<file path="src/rtl/instr_prefetch_queue.sv">
// Instruction prefetch queue: single-outstanding fetch FSM feeding a DEPTH-entry {pc, instr} FIFO.
// Optional macro PREFETCH_BYPASS_EN forwards a response straight to decode when the queue is empty.
module instr_prefetch_queue #(
    parameter int unsigned DEPTH    = 4,
    parameter logic [31:0] RESET_PC = 32'h0000_0000
) (
    input  logic        clk_i,
    input  logic        rst_i,
    output logic        mem_req_o,
    output logic [31:0] mem_addr_o,
    input  logic        mem_valid_i,
    input  logic [31:0] mem_data_i,
    input  logic        redirect_i,
    input  logic [31:0] redirect_pc_i,
    output logic        valid_o,
    input  logic        ready_i,
    output logic [31:0] instr_o,
    output logic [31:0] pc_o
);

    localparam int unsigned PW = (DEPTH > 1) ? $clog2(DEPTH) : 1;
    localparam int unsigned CW = $clog2(DEPTH) + 1;
    localparam logic [CW-1:0] FULL = CW'(DEPTH);

    typedef enum logic [1:0] {
        IDLE,
        WAIT,
        DROP
    } state_e;

    state_e state_q;
    state_e state_d;

    logic [31:0]   pc_mem    [DEPTH];
    logic [31:0]   instr_mem [DEPTH];
    logic [PW-1:0] head_q;
    logic [PW-1:0] tail_q;
    logic [CW-1:0] count_q;
    logic [31:0]   fetch_pc_q;
    logic [31:0]   issued_pc_q;

    logic empty;
    logic req_go;
    logic resp_ok;
    logic bypass_hit;
    logic do_push;
    logic do_pop;

    assign empty   = (count_q == '0);
    assign req_go  = (state_q == IDLE) && (count_q != FULL)
                   && !redirect_i && !rst_i;
    assign resp_ok = (state_q == WAIT) && mem_valid_i && !redirect_i;
    assign do_pop  = !empty && ready_i && !redirect_i;

`ifdef PREFETCH_BYPASS_EN
    assign bypass_hit = resp_ok && empty;
    assign do_push    = resp_ok && !(bypass_hit && ready_i);
`else
    assign bypass_hit = 1'b0;
    assign do_push    = resp_ok;
`endif

    // FSM state register
    always_ff @(posedge clk_i) begin
        if (rst_i) begin
            state_q <= IDLE;
        end else begin
            state_q <= state_d;
        end
    end

    // FSM next state: a redirect with a coincident response leaves nothing outstanding
    always_comb begin
        state_d = state_q;
        unique case (state_q)
            IDLE: begin
                if (req_go) begin
                    state_d = WAIT;
                end
            end
            WAIT: begin
                if (redirect_i) begin
                    state_d = mem_valid_i ? IDLE : DROP;
                end else if (mem_valid_i) begin
                    state_d = IDLE;
                end
            end
            DROP: begin
                if (mem_valid_i) begin
                    state_d = IDLE;
                end
            end
            default: state_d = IDLE;
        endcase
    end

    // FSM outputs: fetch request and head-of-queue view for decode
    always_comb begin
        mem_req_o  = req_go;
        mem_addr_o = fetch_pc_q;
        valid_o    = (!empty || bypass_hit) && !rst_i;
        instr_o    = instr_mem[head_q];
        pc_o       = pc_mem[head_q];
        if (bypass_hit) begin
            instr_o = mem_data_i;
            pc_o    = issued_pc_q;
        end
    end

    // Fetch address, pointers and occupancy; redirect flushes everything
    always_ff @(posedge clk_i) begin
        if (rst_i) begin
            fetch_pc_q  <= RESET_PC;
            issued_pc_q <= RESET_PC;
            head_q      <= '0;
            tail_q      <= '0;
            count_q     <= '0;
        end else if (redirect_i) begin
            fetch_pc_q <= redirect_pc_i & 32'hFFFF_FFFC;
            head_q     <= '0;
            tail_q     <= '0;
            count_q    <= '0;
        end else begin
            if (req_go) begin
                issued_pc_q <= fetch_pc_q;
                fetch_pc_q  <= fetch_pc_q + 32'd4;
            end
            if (do_push) begin
                tail_q <= tail_q + PW'(1);
            end
            if (do_pop) begin
                head_q <= head_q + PW'(1);
            end
            if (do_push && !do_pop) begin
                count_q <= count_q + CW'(1);
            end else if (do_pop && !do_push) begin
                count_q <= count_q - CW'(1);
            end
        end
    end

    // Queue storage write at tail
    always_ff @(posedge clk_i) begin
        if (do_push) begin
            pc_mem[tail_q]    <= issued_pc_q;
            instr_mem[tail_q] <= mem_data_i;
        end
    end

endmodule

</file>
<file path="config.mk">
export PLATFORM = sky130hd
export DESIGN_NAME = instr_prefetch_queue
export DESIGN_NICKNAME = d
export VERILOG_FILES = /design/src/rtl/instr_prefetch_queue.sv
export SDC_FILE = /design/constraint.sdc
export NUM_CORES = 1
export LEC_CHECK = 0
export ABC_AREA = 1
export BUFFER_PORTS_ARGS = -buffer_cell sky130_fd_sc_hd__buf_2
export CAP_MARGIN = 20
export CORE_MARGIN = 2
export CORE_UTILIZATION = 52
export DETAILED_ROUTE_END_ITERATION = 6
export GPL_TIMING_DRIVEN = 0
export HOLD_SLACK_MARGIN = 0.03
export PLACE_DENSITY = 0.73
export SLEW_MARGIN = 10
export SYNTH_ARGS = -nofsm -noshare
export SYNTH_HDL_FRONTEND = slang
export SYNTH_SLANG_ARGS = --single-unit
export TNS_END_PERCENT = 30
</file>
<file path="constraint.sdc">
create_clock -name clk_i -period 3.4 [get_ports clk_i]
set_input_delay 0.17 -clock clk_i [delete_from_list [all_inputs] [get_ports clk_i]]
set_output_delay 0.17 -clock clk_i [all_outputs]
set_load 0.02 [all_outputs]
</file>
==> run metrics, run 1 <==
Multi-input gate area about 0.0035 mm^2; Final Wtd Congestion approximately 0.96; initial core utilization 53.2%; final hold viol count 0; Die ar. 0.0262 mm^2; max_cap viols 0; post-synthesis register bit count 319; clk buf depth 3; top_reg_cell synth edfxtp_1; tightest hold margin 0.0500 ns; design area 0.0160 mm^2; Post-route DRC 0; unrepaired setup endpoints after global routing no; WL per Instance 17.7 um; Hold Crit Class in -> reg; Tightest Pin Transition 0.829 ns; post-synth cell types 39; Routed Antenna Nets 0; die height between 150 and 200 um; Peak VDD IR 0.293 mV; Cell Pwr Density 530 mW/mm^2; largest net degree at the start of global routing 28; Gate Count Post-Synth 1189; layout cells sized above 1 18.0%; Detailed Routing Iterations Pass 1 5; die span in x 162 um; CTS tree yes; worst endpoint required time 3.23 ns; Rel. slew slack 44.6%; Lkg Pwr between 0.006 and 0.007 uW; Total GRT Usage between 20% and 30%; area grow syn2layout 23.3%; fin cells 1792; Worst setup EP type output pin; internal reg-to-reg setup slack 1.01 ns; Congestion Overflow GR 0; Post-DP Area about 0.014 mm^2; Worst Skew 0.0109 ns; first-pass GRT wire length 49100 um; CTS Buf Count 34; CTS H-Tree Depth 2; WP data arrival 2.69 ns; I/O pins 167; vias in the first global route 9193; fillers approximately 1900; Final HPWL DP about 20000 um; Clock Sink Count between 300 and 400; vias per inst ~5.4; clk slew on worst S/H paths about 0.06 ns; CTS root buffer clkbuf_16; Final #Nets 1520; crit start category register; Fmax 0.350 GHz; Setup CP Type reg -> out; fin crit share 84.1%; DP Cell Count 1682; CP Max Fanout 10; total power roughly 8500 uW; final wirelength about 32000 um; DR iter-0 viols around 930; Port Buf Inserts approximately 160; synthesized area per cell 10.9 um^2; fin. max-slew vios 0; Antenna diodes 0; row cnt 57; core area between 0.02 and 0.025 mm^2; Skew-Pair Late Insertion Delay 0.50 ns; outcome finished, final reports clean; Mapped Area 0.0130 mm^2; async set-or-reset flop fraction in the synthesized netlist 0%; sequential fraction of the synthesis area 68.3%; Yosys warning count 0; final setup fails 0; Tmin final 2.86 ns; Post-synth EDFFs 248; initial antenna violation count 0; post-CTS setup buffer count 0; register area about 0.009 mm^2; DR vias 9714
==> per-layer routing <==
metal	routed length, um	GRT usage, %
met5	0	0
met3	2470	3.63
met1	13500	33.0
met4	929	8.25
met2	14900	39.3
==> metrics by stage <==
stage	worst slack (ns)	TNS, ns	util [%]
6_report	0.541	0	65.6
5_1_grt	0.498	0	65.6
4_1_cts	0.513	0	65.6
3_5_place_dp	1.04	0	59.0
3_3_place_gp	-2.37	-562.55	58.2
2_1_floorplan	-0.386	-95.77	-
==> where the power goes <==
group,internal (uW),leakage (uW),total (uW),switching [uW]
clock,2150,0.000533,3610,1460
sequential,4280,0.00287,4370,86.2
combinational,190,0.00268,495,306
==> cells in the final DEF, fill, tap and decap left out, drive strengths merged <==
master       count
inv             98
clkinv          12
a211oi          11
o211ai           2
nand4            6
dfxtp           71
conb             4
or2              1
nor3             2
o22ai           62
a31oi            3
nand2          139
fa               1
a2111oi          1
dlygate4sd3     50
buf            192
xor2             5
o211a            1
ha               6
nand3           53
nor2           200
nand3b           2
clkbuf          84
bufinv           2
clkinvlp         3
edfxtp         248
a21oi           40
o21ai          167
and2             2
==> state kept, by name, summed over array words and instances (netlist names), named ones only <==
| name | flops |
|---|---|
| mem_addr_o | 30 |
| instr_mem | 128 |
| count_q | 3 |
| state_q | 2 |
| head_q | 2 |
| tail_q | 2 |
| issued_pc_q | 30 |
| pc_mem | 120 |
==> synth_stat cells, drive strengths merged (6+ instances only) <==
library cell  instances  area share (%)
dfxtp                71              11
o21ai               167             6.4
nor2                200             6.2
nand4                 6            0.29
edfxtp              248              57
a211oi               11            0.64
nand2               139             4.1
ha                    6            0.58
o22ai                62             3.0
inv                  98             2.8
a21oi                40             1.6
clkbuf               41             1.2
buf                  26             1.3
nand3                53             2.2
==> logic make-up after synthesis <==
group	Yosys count	share of synthesized area, %
DFF	319	68.3
buffers and inverters	165	5.34
AOI/OAI and AO/OA	287	12.1
adders and majority gates	7	0.733
xor gates and xnor gates	5	0.337
and+or+nand+nor	405	13.1
other	1	0.0289
==> path summary, 6_finish.rpt <==
| path | from | to | cells past startpoint |
|---|---|---|---|
| worst max-delay path | register | pc_o[20] | 6 |
| worst min register to register | head_q[1]$_SDFFE_PP0P_ | register | 2 |
| worst min-delay path | redirect_pc_i[30] | mem_addr_o[30]$_SDFFE_PP0P_ | 7 |
| worst max register to register | state_q[0]$_SDFFE_PP0P_ | instr_mem[1][24]$_DFFE_PP_ | 6 |
==> final cells by class <==
cell class	instances	share of cell area, %
plain buffers	67	2.03
inverters	98	2.30
flip-flops and latches	319	55.4
repair buffers	216	9.21
multi-input cells	708	21.6
clock inverters	17	0.876
clock buffers	43	5.99
well taps	324	2.53
==> worst max-delay path, stage by stage, from the launching register on <==
cell	delay [ns]
dfxtp_1	0.30
clkbuf_1	0.30
inv_1	0.37
clkbuf_1	0.45
o21ai_0	0.20
o22ai_1	0.33
buf_2	0.24
==> repair_timing <==
item / in CTS / in global routing
endpoints found under the hold margin: 152 / 0
gates resized for setup: 0 / 0
setup endpoints to repair: 0 / 0
hold buffers: 50 / 0
Note: power is estimated with default switching activity, not from simulation.
==> inputs of run 2 (changes only) <==
Settings changed: CORE_UTILIZATION 52 to 58, PLACE_DENSITY 0.73 to 0.77.
Clock period 3.4 ns to 2.8 ns, I/O delays scaled along.
==> run metrics, run 2 (synthesized netlist as in run 1, its figures left out) <==
outcome finished, final reports clean; Rel. slew slack 49.4% (+4.8 points); Top Registers instr_mem (128), pc_mem (120); Worst Skew 0.00849 ns (-0.00241 ns); Detailed Routing Iterations Pass 1 5 (unchanged); Congestion Overflow GR 0 (unchanged); Tightest Pin Transition 0.757 ns (-0.0714 ns); worst endpoint required time 2.66 ns (-0.57 ns); final setup fails 0 (unchanged); DR vias 9841 (+1.3%); area grow syn2layout 22.8%; fin cells 1757 (-2.0%); DR iter-0 viols 853 (-8.6%); WL per Instance 17.9 um (+1.2%); Final Wtd Congestion 0.963 (+0.36%); Lkg Pwr 0.00609 uW (+0.12%); row cnt 54 (-5.3%); max reg flops 128 (unchanged); Hold Crit Class in -> reg; die height 154 um (-5.2%); CP dominant cell by count clkbuf_1; total power 9810 uW (+16%); Skew-Pair Late Insertion Delay 0.54 ns (+0.04 ns); initial antenna violation count 0 (unchanged); fin crit share 93.9%; Fmax 0.380 GHz; fin. max-slew vios 0 (unchanged); die span in x 154 um (-5.2%); post-CTS setup buffer count 0 (unchanged); Post-route DRC 0 (unchanged); setup slack after layout 0.171 ns (-0.370 ns); Critical Path, Cell by Cell clkbuf_1 > inv_1 > clkbuf_1 > o21ai_0 > o22ai_1 > buf_2; Die ar. 0.0236 mm^2 (-10%); Total GRT Usage 26.4% (+2.5 points); WP data arrival 2.49 ns (-0.20 ns); Clock Sink Count 319 (unchanged); CTS root buffer clkbuf_16; vias in the first global route 9524 (+3.6%); first-pass GRT wire length 49800 um (+1.5%); hold path depth 5 (-2); most common cell after layout, fill and taps aside edfxtp_1; Slowest cell on crit path clkbuf_1; layout cells sized above 1 17.7% (-0.31 points); final hold viol count 0 (unchanged); Setup CP Type reg -> out; unrepaired setup endpoints after global routing no; cell depth of the worst flop-to-flop path 7 (+1); post-layout util 72.8% (+7.2 points); Port Buf Inserts 158 (unchanged); final wirelength 31500 um (-0.77%); vias per inst 5.60 (+3.3%); CTS Buf Count 31 (-8.8%); setup TNS 0 ns (unchanged); clk buf depth 3 (unchanged); Antenna diodes 0 (unchanged); CTS H-Tree Depth 1 (-1); Cell Pwr Density 615 mW/mm^2 (+16%); Tmin final 2.63 ns; largest net degree at the start of global routing 28 (unchanged); DP Worst Slack 0.509 ns (-0.528 ns); CTS tree yes; initial core utilization 59.3% (+6.1 points); most frequent cells in the layout edfxtp_1 (248), nor2_1 (189), buf_2 (174); Biggest register instr_mem; Final HPWL DP 20300 um (-0.69%); max_cap viols 0 (unchanged); DP Cell Count 1638 (-2.6%); Peak VDD IR 0.362 mV (+23%); Final #Nets 1532 (+0.79%); Routed Antenna Nets 0 (unchanged); CP Max Fanout 10 (unchanged); I/O pins 167 (unchanged); core area 0.0219 mm^2 (-10%); Critical Path Max Stage Delay 0.40 ns (-0.05 ns); crit start category register; clk slew on worst S/H paths 0.06 ns (about the same); Worst setup EP type output pin
-- run 2: cell types whose count changed in the layout (fill, tap and decap cells not counted), sizes merged --
cell	change
dlygate4sd3	+15
inv	+2
clkinvlp	-3
clkinv	-3
bufinv	-2
-- run 2: what timing repair did --
action | in CTS | in global routing
hold buffers | 65 | 0
hold endpoints to repair | 171 | 0
resized for setup | 0 | 6
endpoints found under the setup margin | 0 | 8
-- run 2: routing by layer --
layer / share of wire [%] / wire length (um) / GRT usage [%] / vias to the layer above
met1: 40 / 12700 / 36.7 / 4593
met4: 3.0 / 951 / 8.61 / 0
met3: 9.0 / 2850 / 3.21 / 63
met2: 48 / 15000 / 44.1 / 487
li1: - / - / - / 4698
met5: 0 / 0 / 0 / -
-- run 2: final cells by class --
type	count	area, um^2
clock buffers	43	882
inverters	98	368
multi-input cells	708	3460
well taps	280	350
repair buffers	231	1620
plain buffers	67	329
clock inverters	11	61.3
flip-flops and latches	319	8870
fillers	1527	5950
-- run 2: final timing paths --
check                          start                          to  slack [ns]
max reg2reg  state_q[1]$_SDFFE_PP0P_  instr_mem[0][22]$_DFFE_PP_        0.50
min                          ready_i      head_q[0]$_SDFFE_PP0P_        0.04
max                         register                 instr_o[24]        0.17
min reg2reg  count_q[2]$_SDFFE_PP0P_     count_q[2]$_SDFFE_PP0P_        0.49
-- run 2: critical path: cells and delay by family (launching register included) --
kind | cells | cell delay, ns
flip-flops | 1 | 0.30
buffers and inverters | 4 | 1.25
AO/OA/AOI/OAI | 2 | 0.38
-- run 2: report_power, final --
part           leakage (uW)  total [uW]  switching, uW  internal, uW
logic               0.00275         620            375           245
registers           0.00287        5310            105          5200
clock network      0.000470        3880           1690          2190
total               0.00609        9810           2170          7630
-- run 2: stage by stage --
step	hold WS (ns)	cell area (um^2)
2_1_floorplan	0.232	13000
3_3_place_gp	0.352	14100
3_5_place_dp	0.357	14300
4_1_cts	0.0321	15900
5_1_grt	0.0810	15900
6_report	0.0384	15900
